--- src/rtl/traffic_pkg.sv ---
// rtl/traffic_pkg.sv - shared types and round-robin helpers for the intersection arbiter
package traffic_pkg;

  typedef enum logic [1:0] {
    red    = 2'b00,
    yellow = 2'b01,
    green  = 2'b10
  } color_t;

  typedef enum logic [1:0] {
    PH_EW_LEFT = 2'd0,
    PH_EW_STR  = 2'd1,
    PH_NS_LEFT = 2'd2,
    PH_NS_STR  = 2'd3
  } phase_t;

  typedef enum logic [1:0] {
    ALL_RED,
    GREEN,
    YELLOW
  } arb_state_t;

  // Slot k of the rotation is RR_ORDER[2k +: 2]: ew_str, ew_left, ns_str, ns_left.
  localparam logic [7:0] RR_ORDER = {PH_NS_LEFT, PH_NS_STR, PH_EW_LEFT, PH_EW_STR};

  function automatic phase_t rr_next(input phase_t p);
    rr_next = PH_EW_STR;
    for (int k = 0; k < 4; k++) begin
      if (RR_ORDER[2*k +: 2] == p) rr_next = phase_t'(RR_ORDER[2*((k+1)%4) +: 2]);
    end
  endfunction

  function automatic logic [7:0] light_vec(input phase_t p, input color_t c);
    light_vec = '0;
    case (p)
      PH_EW_LEFT: light_vec[1:0] = c;
      PH_EW_STR:  light_vec[3:2] = c;
      PH_NS_LEFT: light_vec[5:4] = c;
      default:    light_vec[7:6] = c;
    endcase
  endfunction

endpackage

--- src/rtl/traffic_phase_arbiter_rr_phase_picker.sv ---
// rtl/traffic_phase_arbiter_rr_phase_picker.sv - rotating-priority encoder over the four phases
module rr_phase_picker
  import traffic_pkg::*;
(
  input  logic [3:0] req,
  input  logic [1:0] rr_last,
  output logic [1:0] grant_phase,
  output logic       grant_valid
);

  phase_t cand;

  always_comb begin
    grant_phase = PH_EW_LEFT;
    grant_valid = 1'b0;
    cand        = phase_t'(rr_last);
    for (int i = 0; i < 4; i++) begin
      cand = rr_next(cand);
      if (req[cand] && !grant_valid) begin
        grant_valid = 1'b1;
        grant_phase = cand;
      end
    end
  end

endmodule

--- src/rtl/traffic_phase_arbiter.sv ---
// rtl/traffic_phase_arbiter.sv - four-phase intersection scheduler with min/max green and preemption
module traffic_phase_arbiter
  import traffic_pkg::*;
#(
  parameter int GREEN_MIN  = 5,
  parameter int GREEN_MAX  = 10,
  parameter int YELLOW_CYC = 2,
  parameter int ALLRED_CYC = 1
) (
  input  logic       clk,
  input  logic       reset,
  input  logic [3:0] req,
  input  logic       preempt,
  input  logic [1:0] preempt_phase,
  output logic [1:0] ew_left_light,
  output logic [1:0] ew_str_light,
  output logic [1:0] ns_left_light,
  output logic [1:0] ns_str_light,
  output logic [1:0] active_phase,
  output logic       phase_valid
);

  localparam int CW = $clog2(GREEN_MAX + 1);

  arb_state_t    state;
  logic [CW-1:0] cnt;
  phase_t        cur;
  phase_t        rr_last;
  logic          rr_fresh;
  logic [7:0]    lights;
  logic [1:0]    rr_base;
  logic [1:0]    pick_phase;
  logic          pick_valid;
  phase_t        grant_sel;
  logic [3:0]    others;
  logic          own_req;

  // Until the first grant the search acts as if ns_left went last, so ew_str is tried first.
  assign rr_base   = rr_fresh ? PH_NS_LEFT : rr_last;
  assign grant_sel = preempt ? phase_t'(preempt_phase) : phase_t'(pick_phase);
  assign others    = req & ~(4'b0001 << cur);
  assign own_req   = req[cur];

  rr_phase_picker u_picker (
    .req         (req),
    .rr_last     (rr_base),
    .grant_phase (pick_phase),
    .grant_valid (pick_valid)
  );

  always_ff @(posedge clk) begin
    if (reset) begin
      state        <= ALL_RED;
      cnt          <= '0;
      cur          <= PH_EW_LEFT;
      rr_last      <= PH_EW_LEFT;
      rr_fresh     <= 1'b1;
      lights       <= '0;
      active_phase <= 2'd0;
      phase_valid  <= 1'b0;
    end else begin
      case (state)
        ALL_RED: begin
          if (int'(cnt) + 1 >= ALLRED_CYC) begin
            if (preempt || pick_valid) begin
              state        <= GREEN;
              cnt          <= CW'(1);
              cur          <= grant_sel;
              rr_last      <= grant_sel;
              rr_fresh     <= 1'b0;
              lights       <= light_vec(grant_sel, green);
              active_phase <= grant_sel;
              phase_valid  <= 1'b1;
            end
          end else begin
            cnt <= cnt + 1'b1;
          end
        end
        GREEN: begin
          if ((preempt && preempt_phase != cur) ||
              (!preempt && int'(cnt) >= GREEN_MIN && others != 4'b0000 &&
               (!own_req || int'(cnt) >= GREEN_MAX))) begin
            state  <= YELLOW;
            cnt    <= CW'(1);
            lights <= light_vec(cur, yellow);
          end else if (preempt) begin
            // Held by preemption: park the timer so release resumes just past minimum green.
            cnt <= CW'(GREEN_MIN);
          end else if (int'(cnt) < GREEN_MAX) begin
            cnt <= cnt + 1'b1;
          end
        end
        YELLOW: begin
          if (int'(cnt) >= YELLOW_CYC) begin
            state        <= ALL_RED;
            cnt          <= '0;
            lights       <= '0;
            active_phase <= 2'd0;
            phase_valid  <= 1'b0;
          end else begin
            cnt <= cnt + 1'b1;
          end
        end
        default: begin
          state        <= ALL_RED;
          cnt          <= '0;
          lights       <= '0;
          active_phase <= 2'd0;
          phase_valid  <= 1'b0;
        end
      endcase
    end
  end

  assign ew_left_light = lights[1:0];
  assign ew_str_light  = lights[3:2];
  assign ns_left_light = lights[5:4];
  assign ns_str_light  = lights[7:6];

endmodule

--- config.mk ---
export PLATFORM = sky130hd
export DESIGN_NAME = traffic_phase_arbiter
export DESIGN_NICKNAME = d
export VERILOG_FILES = /design/src/rtl/traffic_pkg.sv /design/src/rtl/traffic_phase_arbiter_rr_phase_picker.sv /design/src/rtl/traffic_phase_arbiter.sv
export SDC_FILE = /design/constraint.sdc
export NUM_CORES = 1
export LEC_CHECK = 0
export CAP_MARGIN = 20
export CELL_PAD_IN_SITES_DETAIL_PLACEMENT = 1
export CELL_PAD_IN_SITES_GLOBAL_PLACEMENT = 1
export CORE_MARGIN = 1
export CORE_UTILIZATION = 30
export CTS_CLUSTER_SIZE = 25
export DETAILED_ROUTE_END_ITERATION = 16
export GPL_TIMING_DRIVEN = 1
export PLACE_DENSITY_LB_ADDON = 0.1
export SLEW_MARGIN = 40
export SYNTH_ARGS = -nofsm -noshare
export SYNTH_HDL_FRONTEND = slang
export SYNTH_HIERARCHICAL = 1
export SYNTH_SLANG_ARGS = --single-unit
--- constraint.sdc ---
create_clock -name clk -period 3.4 [get_ports clk]
set_clock_uncertainty 0.2 [all_clocks]
set_input_delay 0.51 -clock clk [delete_from_list [all_inputs] [get_ports clk]]
set_output_delay 0.51 -clock clk [all_outputs]
set_load 0.005 [all_outputs]
== Word-level counts from Yosys, hierarchy flattened ==
Cells that the tools add are included.

* Add/sub/neg operators: 2
* Order comparisons: 10
* Equal/unequal tests: 25
* Shifts and indexed selects: 1
* Multiplexer cells: 68
* Bitwise logic cells: 3
* Reductions and logical operators: 29

{| class="wikitable"
|+ Operator list
! operator !! count
|-
| $mux 2 || 28
|-
| $mux 8 || 4
|-
| $mux 4 || 6
|-
| $pmux 8 s3 || 1
|-
| $mux 1 || 20
|-
| $eq 2x2->1 const A || 8
|-
| $lt 2x3->1 const B || 5
|-
| $logic_not 2->1 || 7
|-
| $pmux 2 s3 || 2
|-
| $pmux 4 s3 || 1
|-
| $bmux 1 s2 || 5
|-
| $eq 1x2->1 const A || 4
|-
| $ne 2x2->1 const B || 4
|-
| $reduce_and 4->1 || 2
|-
| $logic_and 1x1->1 || 7
|-
| $eq 2x1->1 const B || 3
|-
| $eq 2x2->1 const B || 3
|-
| $reduce_or 3->1 || 2
|-
| $add 4x1->5 const B || 1
|-
| $ge 5x1->1 const B || 1
|-
| $logic_not 1->1 || 5
|-
| $add 4x1->4 const B || 1
|-
| $and 4x4->4 || 1
|-
| $ge 4x2->1 const B || 1
|-
| 14 further kinds || 16
|}

* Flip-flop bits (word level): 20
* Input bits: 9
* Output and inout port bits: 11
* Logic and storage cells: 145

== Longest topological paths before layout ==
* Depth in word-level cells: 32
* Mapped depth: 15
* Depth with buffers taken out: 12

== Cells and area by module ==
Netlist, hierarchy kept.

{| class="wikitable"
|+ Modules (own cells, without submodules)
! module !! instances !! cells an instance !! area each (um2) !! sequential area each (um2)
|-
| traffic_phase_arbiter || 1 || 148 || 1,271.2 || 400.4
|-
| rr_phase_picker || 1 || 55 || 406.6 || 0.0
|}

== Least setup slack after synthesis ==
No wires, ideal clock.

* Path type: flip-flop to flip-flop
* Start point: register rr_last[0]
* End point: register active_phase[0]
* Library setup time: 0.128 ns
* Data arrival time: 2.658 ns
* Data required time: 3.072 ns
* Path slack: 0.414 ns
* Cell stages (with the launch flop): 16
* Buffers on the path: 3
* Period minus slack after synthesis: 2.986 ns
* Path through: dfxtp_1 -> buf_6 -> nor2b_1 -> buf_6 -> inv_1 -> ha_1 -> buf_2 -> mux4_1 -> nor2_1 -> nor2_1 -> o22ai_1 -> a21oi_1 -> mux2i_1 -> nor2_1 -> a21oi_1 -> nor2_1

* Longest elaborated chain between the ends: 29
* Elaborated cells on any way between the ends: 62
* Classes of those cells: eq/ne (13); mux (37); reduce/logical (12)

{| class="wikitable"
|+ RTL lines
! element !! line !! text
|-
| from (decl) || traffic_phase_arbiter.sv:28 || <nowiki>phase_t rr_last;</nowiki>
|-
| from (signal assigned) || traffic_phase_arbiter.sv:69 || <nowiki>rr_last <= grant_sel;</nowiki>
|-
| $mux 2 (*) || traffic_phase_arbiter.sv:39 || <nowiki>assign rr_base = rr_fresh ? PH_NS_LEFT : rr_last;</nowiki>
|-
| named net rr_base[0] || traffic_phase_arbiter.sv:31 || <nowiki>logic [1:0] rr_base;</nowiki>
|-
| $eq 1x2->1 || traffic_pkg.sv:29 || <nowiki>if (RR_ORDER[2*k +: 2] == p) rr_next = phase_t'(RR_ORDER[2*((k+1)%4) +: 2]);</nowiki>
|-
| $mux 1 || traffic_pkg.sv:29 ||
|-
| $mux 2 (2 in a row) || traffic_pkg.sv:29 ||
|-
| $mux 2 (*) || traffic_pkg.sv:29 ||
|-
| $eq 1x2->1 || traffic_pkg.sv:29 ||
|-
| $mux 1 || traffic_pkg.sv:29 ||
|-
| [14 not listed] || n/a ||
|-
| $mux 1 (implied by the code) || traffic_phase_arbiter_rr_phase_picker.sv:19 || <nowiki>if (req[cand] && !grant_valid) begin</nowiki>
|-
| $logic_and 1x1->1 || traffic_phase_arbiter_rr_phase_picker.sv:19 ||
|-
| $mux 2 (*) || traffic_phase_arbiter_rr_phase_picker.sv:19 ||
|-
| named net pick_phase[0] || traffic_phase_arbiter.sv:32 || <nowiki>logic [1:0] pick_phase;</nowiki>
|-
| $mux 2 (*) || traffic_phase_arbiter.sv:40 || <nowiki>assign grant_sel = preempt ? phase_t'(preempt_phase) : phase_t'(pick_phase);</nowiki>
|-
| $mux 2 (*) || traffic_phase_arbiter.sv:65 || <nowiki>if (preempt || pick_valid) begin</nowiki>
|-
| $mux 2 (*) || traffic_phase_arbiter.sv:64 || <nowiki>if (int'(cnt) + 1 >= ALLRED_CYC) begin</nowiki>
|-
| $pmux 2 s3 (*) || traffic_phase_arbiter.sv:62 || <nowiki>case (state)</nowiki>
|-
| to (signal assigned) || traffic_phase_arbiter.sv:72 || <nowiki>active_phase <= grant_sel;</nowiki>
|-
| to (decl) || traffic_phase_arbiter.sv:19 || <nowiki>output logic [1:0] active_phase,</nowiki>
|}

Mark *: on every way through the listed nets, which the timed path passes. The rest lies on a longest branch. The select of a mux whose other input is x is not followed.
A chain may end at the register's enable or synchronous reset.

== Final worst setup path ==
* Start point: register rr_last[0]
* End point: register lights[1]

* Longest elaborated chain between the ends: 31
* Elaborated cells on any way between the ends: 78
* Classes of those cells: eq/ne (15); shift (1); mux (40); bitwise (2); reduce/logical (20)

{| class="wikitable"
|+ RTL lines
! element !! line !! text
|-
| $mux 2 (*) || traffic_phase_arbiter.sv:39 ||
|-
| named net rr_base[0] || traffic_phase_arbiter.sv:31 ||
|-
| $eq 1x2->1 || traffic_pkg.sv:29 ||
|-
| $mux 1 || traffic_pkg.sv:29 ||
|-
| $mux 2 (2 in a row) || traffic_pkg.sv:29 ||
|-
| $mux 2 (*) || traffic_pkg.sv:29 ||
|-
| $eq 1x2->1 || traffic_pkg.sv:29 ||
|-
| $mux 1 || traffic_pkg.sv:29 ||
|-
| [16 not listed] || n/a ||
|-
| $mux 2 (*) || traffic_phase_arbiter_rr_phase_picker.sv:19 ||
|-
| named net pick_phase[1] || traffic_phase_arbiter.sv:32 ||
|-
| $mux 2 (*) || traffic_phase_arbiter.sv:40 ||
|-
| $logic_not 2->1 (*) || traffic_pkg.sv:35 || <nowiki>case (p)</nowiki>
|-
| $mux 2 (*) || traffic_pkg.sv:35 ||
|-
| $mux 8 (*) || traffic_phase_arbiter.sv:65 ||
|-
| $mux 8 (*) || traffic_phase_arbiter.sv:64 ||
|-
| $pmux 8 s3 (*) || traffic_phase_arbiter.sv:62 ||
|-
| to (signal assigned) || traffic_phase_arbiter.sv:71 || <nowiki>lights <= light_vec(grant_sel, green);</nowiki>
|-
| to (signal assigned) || traffic_phase_arbiter.sv:85 || <nowiki>lights <= light_vec(cur, yellow);</nowiki>
|-
| to (decl) || traffic_phase_arbiter.sv:30 || <nowiki>logic [7:0] lights;</nowiki>
|}

Marked as above.

==> flow_metrics.env <==
export IMPL_place_gp_congestion=0.842
export IMPL_critPathBufInv=2
export IMPL_endpoint_kind="flop"
export IMPL_io_pins=20
export IMPL_synth_xor_area_share_pct=2.09
export IMPL_grt_pass1_wl_um=7910
export IMPL_muxShareOfSynthArea_pct=11.6
export IMPL_powerDensity_nw_per_um2=501
export IMPL_setup_viol=0
export IMPL_grtUsageTotal_pct=16.5
export IMPL_min_period_ps=3070
export IMPL_rows=26
export IMPL_layout_drive_gt1_share_pct=13.1
export IMPL_area_growth_pct=19.4
export IMPL_drt_iter0_markers=130
export IMPL_dieArea_um2=5900
export IMPL_cts_setup_buffers=0
export IMPL_grt_overflow=0
export IMPL_ctsResizeCount=0
export IMPL_rsz0062_at_grt="false"
export IMPL_grt_max_degree=17
export IMPL_vias=1624
export IMPL_synth_seq_area_share_pct=23.9
export IMPL_clk_pin_slew_ps=70
export IMPL_cap_violations=0
export IMPL_outcome="finished clean"
export IMPL_start_util_pct=32.0
export IMPL_crit_chain="nor2b_1, inv_1, ha_1, buf_4, xnor2_1, mux2i_1, o31ai_1, o2bb2ai_1, mux2_2, nor2_1, nand2_1, o32ai_1"
export IMPL_async_flop_share_pct=0
export IMPL_drt_first_pass_iters=4
export IMPL_critPathArrivalTime_ps=3030
export IMPL_clkLatencyLatePin_ps=250
export IMPL_total_power_mw=1.00
export IMPL_cp_max_fo=8
export IMPL_drc=0
export IMPL_grt_pass1_vias=1616
export IMPL_cts_tree="yes"
export IMPL_cp_top_family="multiplexers"
export IMPL_cts_buffers=3
export IMPL_antenna_found_initial=0
export IMPL_synth_cells=203
export IMPL_ys_ff_latch=20
export IMPL_port_buffers=19
export IMPL_period_share_pct=90.3
export IMPL_viasPerCell=5.56
export IMPL_die_w_um=76.8
export IMPL_syn_area_per_cell_um2=8.27
export IMPL_place_detailed_hpwl_um=3670
export IMPL_final_cell_area_um2=2000
export IMPL_slew_headroom_pct=53.4
export IMPL_hold_viol_final=0
export IMPL_synthAdderAreaFrac_pct=5.22
export IMPL_slew_violations=0
export IMPL_synth_compound_area_share_pct=25.3
export IMPL_final_setup_tns_ps=0
export IMPL_start_kind="flop"
export IMPL_cts_buffer_depth=2
export IMPL_syn_nets=219
export IMPL_cts_htree_levels=1
export IMPL_fp_dieH_um=76.8
export IMPL_syn_area_um2=1680
export IMPL_synth_simple_area_share_pct=25.2
export IMPL_placed_area_um2=1960
export IMPL_ir_worst_vdd_mv=0.199
export IMPL_final_nets=240
export IMPL_hold_path_class="reg -> reg"
export IMPL_numClockSinks=20
export IMPL_crit_slowest_cell="ha_1"
export IMPL_wl_per_cell_um=16.2
export IMPL_postRouteAntennaNets=0
export IMPL_worst_pin_slew_ps=692
export IMPL_wl_um=4740
export IMPL_cts_hold_buf=0
export IMPL_synth_top_family_by_area="compound AO/OA/AOI/OAI gates"
export IMPL_yosysWarnings=6
export IMPL_final_fill_count=636
export IMPL_core_area_um2=5240
export IMPL_critPathKind="reg -> reg"
export IMPL_fmax_mhz=326
export IMPL_critPathMaxStageDelay_ps=440
export IMPL_antenna_cells=0
export IMPL_synth_edff_count=0
export IMPL_p_leak_nw=0.708
export IMPL_worst_ep_required_time_ps=3360
export IMPL_cts_root_buf="clkbuf_8"
export IMPL_synth_flop_cell="dfxtp_1"
export IMPL_ys_types=54
state kept, by name, summed over array words and instances (netlist names):
register,count
phase_valid,1
state,2
rr_last,2
rr_fresh,1
cnt,4
active_phase,2
lights,8
area by class of cell:
class                   instances  area (µm²)  share of cell area, %
clock buffers                   3        41.3                   2.06
inverters                      10        37.5                   1.87
multi-input cells             159        1160                   58.1
flip-flops and latches         20         400                   20.0
well taps                      70        87.6                   4.37
repair buffers                 30         273                   13.6
per-stage QoR:
| stage | util, % | hold WS [ps] | setup WS, ps | instances |
|---|---|---|---|---|
| finish | 38.2 | 259 | 330 | 292 |
| global route | 38.2 | 291 | 134 | 292 |
| CTS | 38.2 | 262 | 310 | 292 |
| detailed placement | 37.5 | 252 | 241 | 289 |
| global placement | 37.5 | 248 | 356 | 289 |
| floorplan | - | 242 | 414 | 203 |
layout by cell type (no fill, tap or decap), types with 3 or more instances in the layout:
master,netlist,routed
inv_1,10,10
clkbuf_8,0,3
nor3_1,5,5
nand2b_1,11,11
o32ai_1,4,4
a211oi_1,4,4
a21oi_1,17,17
nand3_1,7,7
nor2_1,20,20
or2_2,3,3
a21o_1,4,4
clkdlybuf4s50_1,0,19
ha_1,7,7
buf_4,0,11
o22ai_1,3,3
mux2i_1,10,10
nor3b_1,4,4
dfxtp_1,20,20
o31ai_1,3,3
nand2_1,13,13
o21ai_0,4,4
worst register-to-register path: stages, from the launching register on:
cell and delay (ps):
dfxtp_1 330, nor2b_1 170, inv_1 140, ha_1 440, buf_4 200, xnor2_1 310, mux2i_1 260, o31ai_1 90
o2bb2ai_1 160, mux2_2 320, nor2_1 140, nand2_1 80, o32ai_1 130
synthesized netlist by cell type (3+ instances only):
cell type	n	area (µm²)
a211oi_1	4	30.0
a21o_1	4	30.0
a21oi_1	17	85.1
buf_2	6	30.0
clkbuf_1	5	18.8
dfxtp_1	20	400
ha_1	7	87.6
inv_1	10	37.5
mux2i_1	10	100
nand2_1	13	48.8
nand2b_1	11	68.8
nand3_1	7	35.0
nor2_1	20	75.1
nor3_1	5	25.0
nor3b_1	4	30.0
o21ai_0	4	20.0
o22ai_1	3	18.8
o31ai_1	3	22.5
o32ai_1	4	35.0
or2_2	3	18.8
report_power, final:
part	internal [mW]	leakage (nW)	switching [mW]
registers	0.272	0.164	0.0305
clock network	0.0788	0.0216	0.0744
logic	0.239	0.522	0.309
layer usage:
layer,wire length (µm),GRT usage (%),up-vias
met5,0,0,-
met4,42,2.69,0
met3,124,2.86,7
met2,2320,28.6,25
met1,2250,21.5,802
li1,-,-,790
worst paths after layout:
kind / startpoint / end / slack, ps / cells after the start
worst max-delay path: rr_last[0] / lights[1] / 330 / 12
worst min-delay path: active_phase[1] / active_phase[1] / 260 / 2
worst max register to register: rr_last[0] / lights[1] / 330 / 12
worst min register to register: active_phase[1] / active_phase[1] / 260 / 2
cells by family (layout without fill, tap and decap cells):
family	after synthesis	count (layout)
buf+inv	24	43
mux	15	15
simple gates	77	77
flops	20	20
compound gates	56	56
fa+ha+maj	7	7
xor+xnor	4	4
(Power assumes the default switching activity.)
==> RTL edit, RTL diff (config.mk and constraints unchanged) <==
Set the parameter `GREEN_MAX` to 11 (it was 10).
--- a/src/rtl/traffic_phase_arbiter.sv
+++ b/src/rtl/traffic_phase_arbiter.sv
@@ -3,7 +3,7 @@
   import traffic_pkg::*;
 #(
   parameter int GREEN_MIN  = 5,
-  parameter int GREEN_MAX  = 10,
+  parameter int GREEN_MAX  = 11,
   parameter int YELLOW_CYC = 2,
   parameter int ALLRED_CYC = 1
 ) (
Function: changed (a bounded check fails within 10 cycles, from zero or initial values and one cycle with reset high).
==> RTL edit against the unedited design <==
  * Design area fell by 3.1%
  * Wire length down 8.1%
  * Total power is 47% higher
  * Synthesized area is 5.7% lower
  * Maximum frequency is 0.94% lower
  * Critical path type unchanged
  * Worst setup slack worse by 0.029 ns
  * Sequential cell count did not move
==> RTL edit: results (changes against the unedited design) <==
stage	metric	value	unit	change
status	status	finished clean		
drt	met2 wire len	2.21	mm	-4.9%
logic_synthesis	Post-Synth XOR/XNOR Area	2.21	%	+0.13 points
logic_synthesis	syn_nets	198		-9.6%
logic_synthesis	Synth top cells by count	nor2_1 (24), dfxtp_1 (20), inv_1 (10), mux2i_1 (9), nand2_1 (9)		
global_routing	M2 GR Usage	30.2	%	+1.7 points
global_routing	met1 Use GR	22.9	%	+1.4 points
drt	Iter 0 DRT Violations	61		-53%
critical_path	CP max stage cell	mux4_1		
pwr	leakage power	0.715	nW	+1.0%
place	post-DP HPWL	3.51	mm	-4.3%
global_routing	first-pass GRT wire length	7.44	mm	-6.0%
logic_synthesis	Synth Area in Adders	5.53	%	+0.31 points
drt	routed wire length	4.36	mm	-8.1%
place	placed inst area	0.00189	mm2	-3.9%
pwr	Power Sequential	0.365	mW	+20%
cells_and_area	Layout fillers	628		-1.3%
drt	vias	1476		-9.1%
critical_path	CP peak stage delay	0.65	ns	+0.21 ns
logic_synthesis	Synth Instances	182		-10%
drt	wire length on met3	80	um	-35%
global_routing	met3 GRT Util	2.01	%	-0.85 points
cells_and_area	share of layout cells above drive strength 1	15.5	%	+2.5 points
place	placer congestion estimate	0.837		-0.59%
logic_synthesis	register area share after synthesis	25.3	%	+1.4 points
global_routing	pin count of the biggest net entering global routing	14		-3
pwr	switching power	0.636	mW	+54%
drt	routed len/inst	15.8	um	-2.7%
critical_path	Worst Path Max Fanout	6		-2
cells_and_area	Final #Nets	223		-7.1%
pwr	Power Clock	0.176	mW	+15%
sta	Worst Max-Slew Pin Slew	0.576	ns	-0.116 ns
pwr	sw frac	43.2	%	+1.9 points
drt	WL met1	2.05	mm	-8.8%
place	Inst Count DP	272		-5.9%
place	Place WS	0.141	ns	-0.0996 ns
cells_and_area	multi-input logic area	0.00108	mm2	-7.2%
global_routing	GR Util All Layers	17.2	%	+0.74 points
pwr	Peak VDD IR	309	uV	+56%
logic_synthesis	Synth Area in Compound Gates	27.2	%	+1.9 points
-- RTL edit: changes by cell type after synthesis, moves of 3 or more --
cell      delta
nand3_1      -4
nand2_1      -4
clkbuf_1     -3
nor2_1       +4
a21o_1       -3
nand2b_1     -7
a32o_1       +5
a21oi_1     -10
-- RTL edit: final cells by class --
cell class                      count  share of cell area [%]
Sequential cell                    20                    20.6
Clock buffer                        4                    2.84
Timing Repair Buffer               31                    14.4
Inverter                           10                    1.93
Multi-Input combinational cell    141                    55.6
Tap cell                           70                    4.51
-- RTL edit: worst paths after layout --
kind	from	endpoint	slack, ns	cells past startpoint
min	lights[4]	lights[4]	0.27	1
max reg2reg	rr_last[0]	lights[5]	0.30	13
max	rr_last[0]	lights[5]	0.30	13
min reg2reg	lights[4]	lights[4]	0.27	1
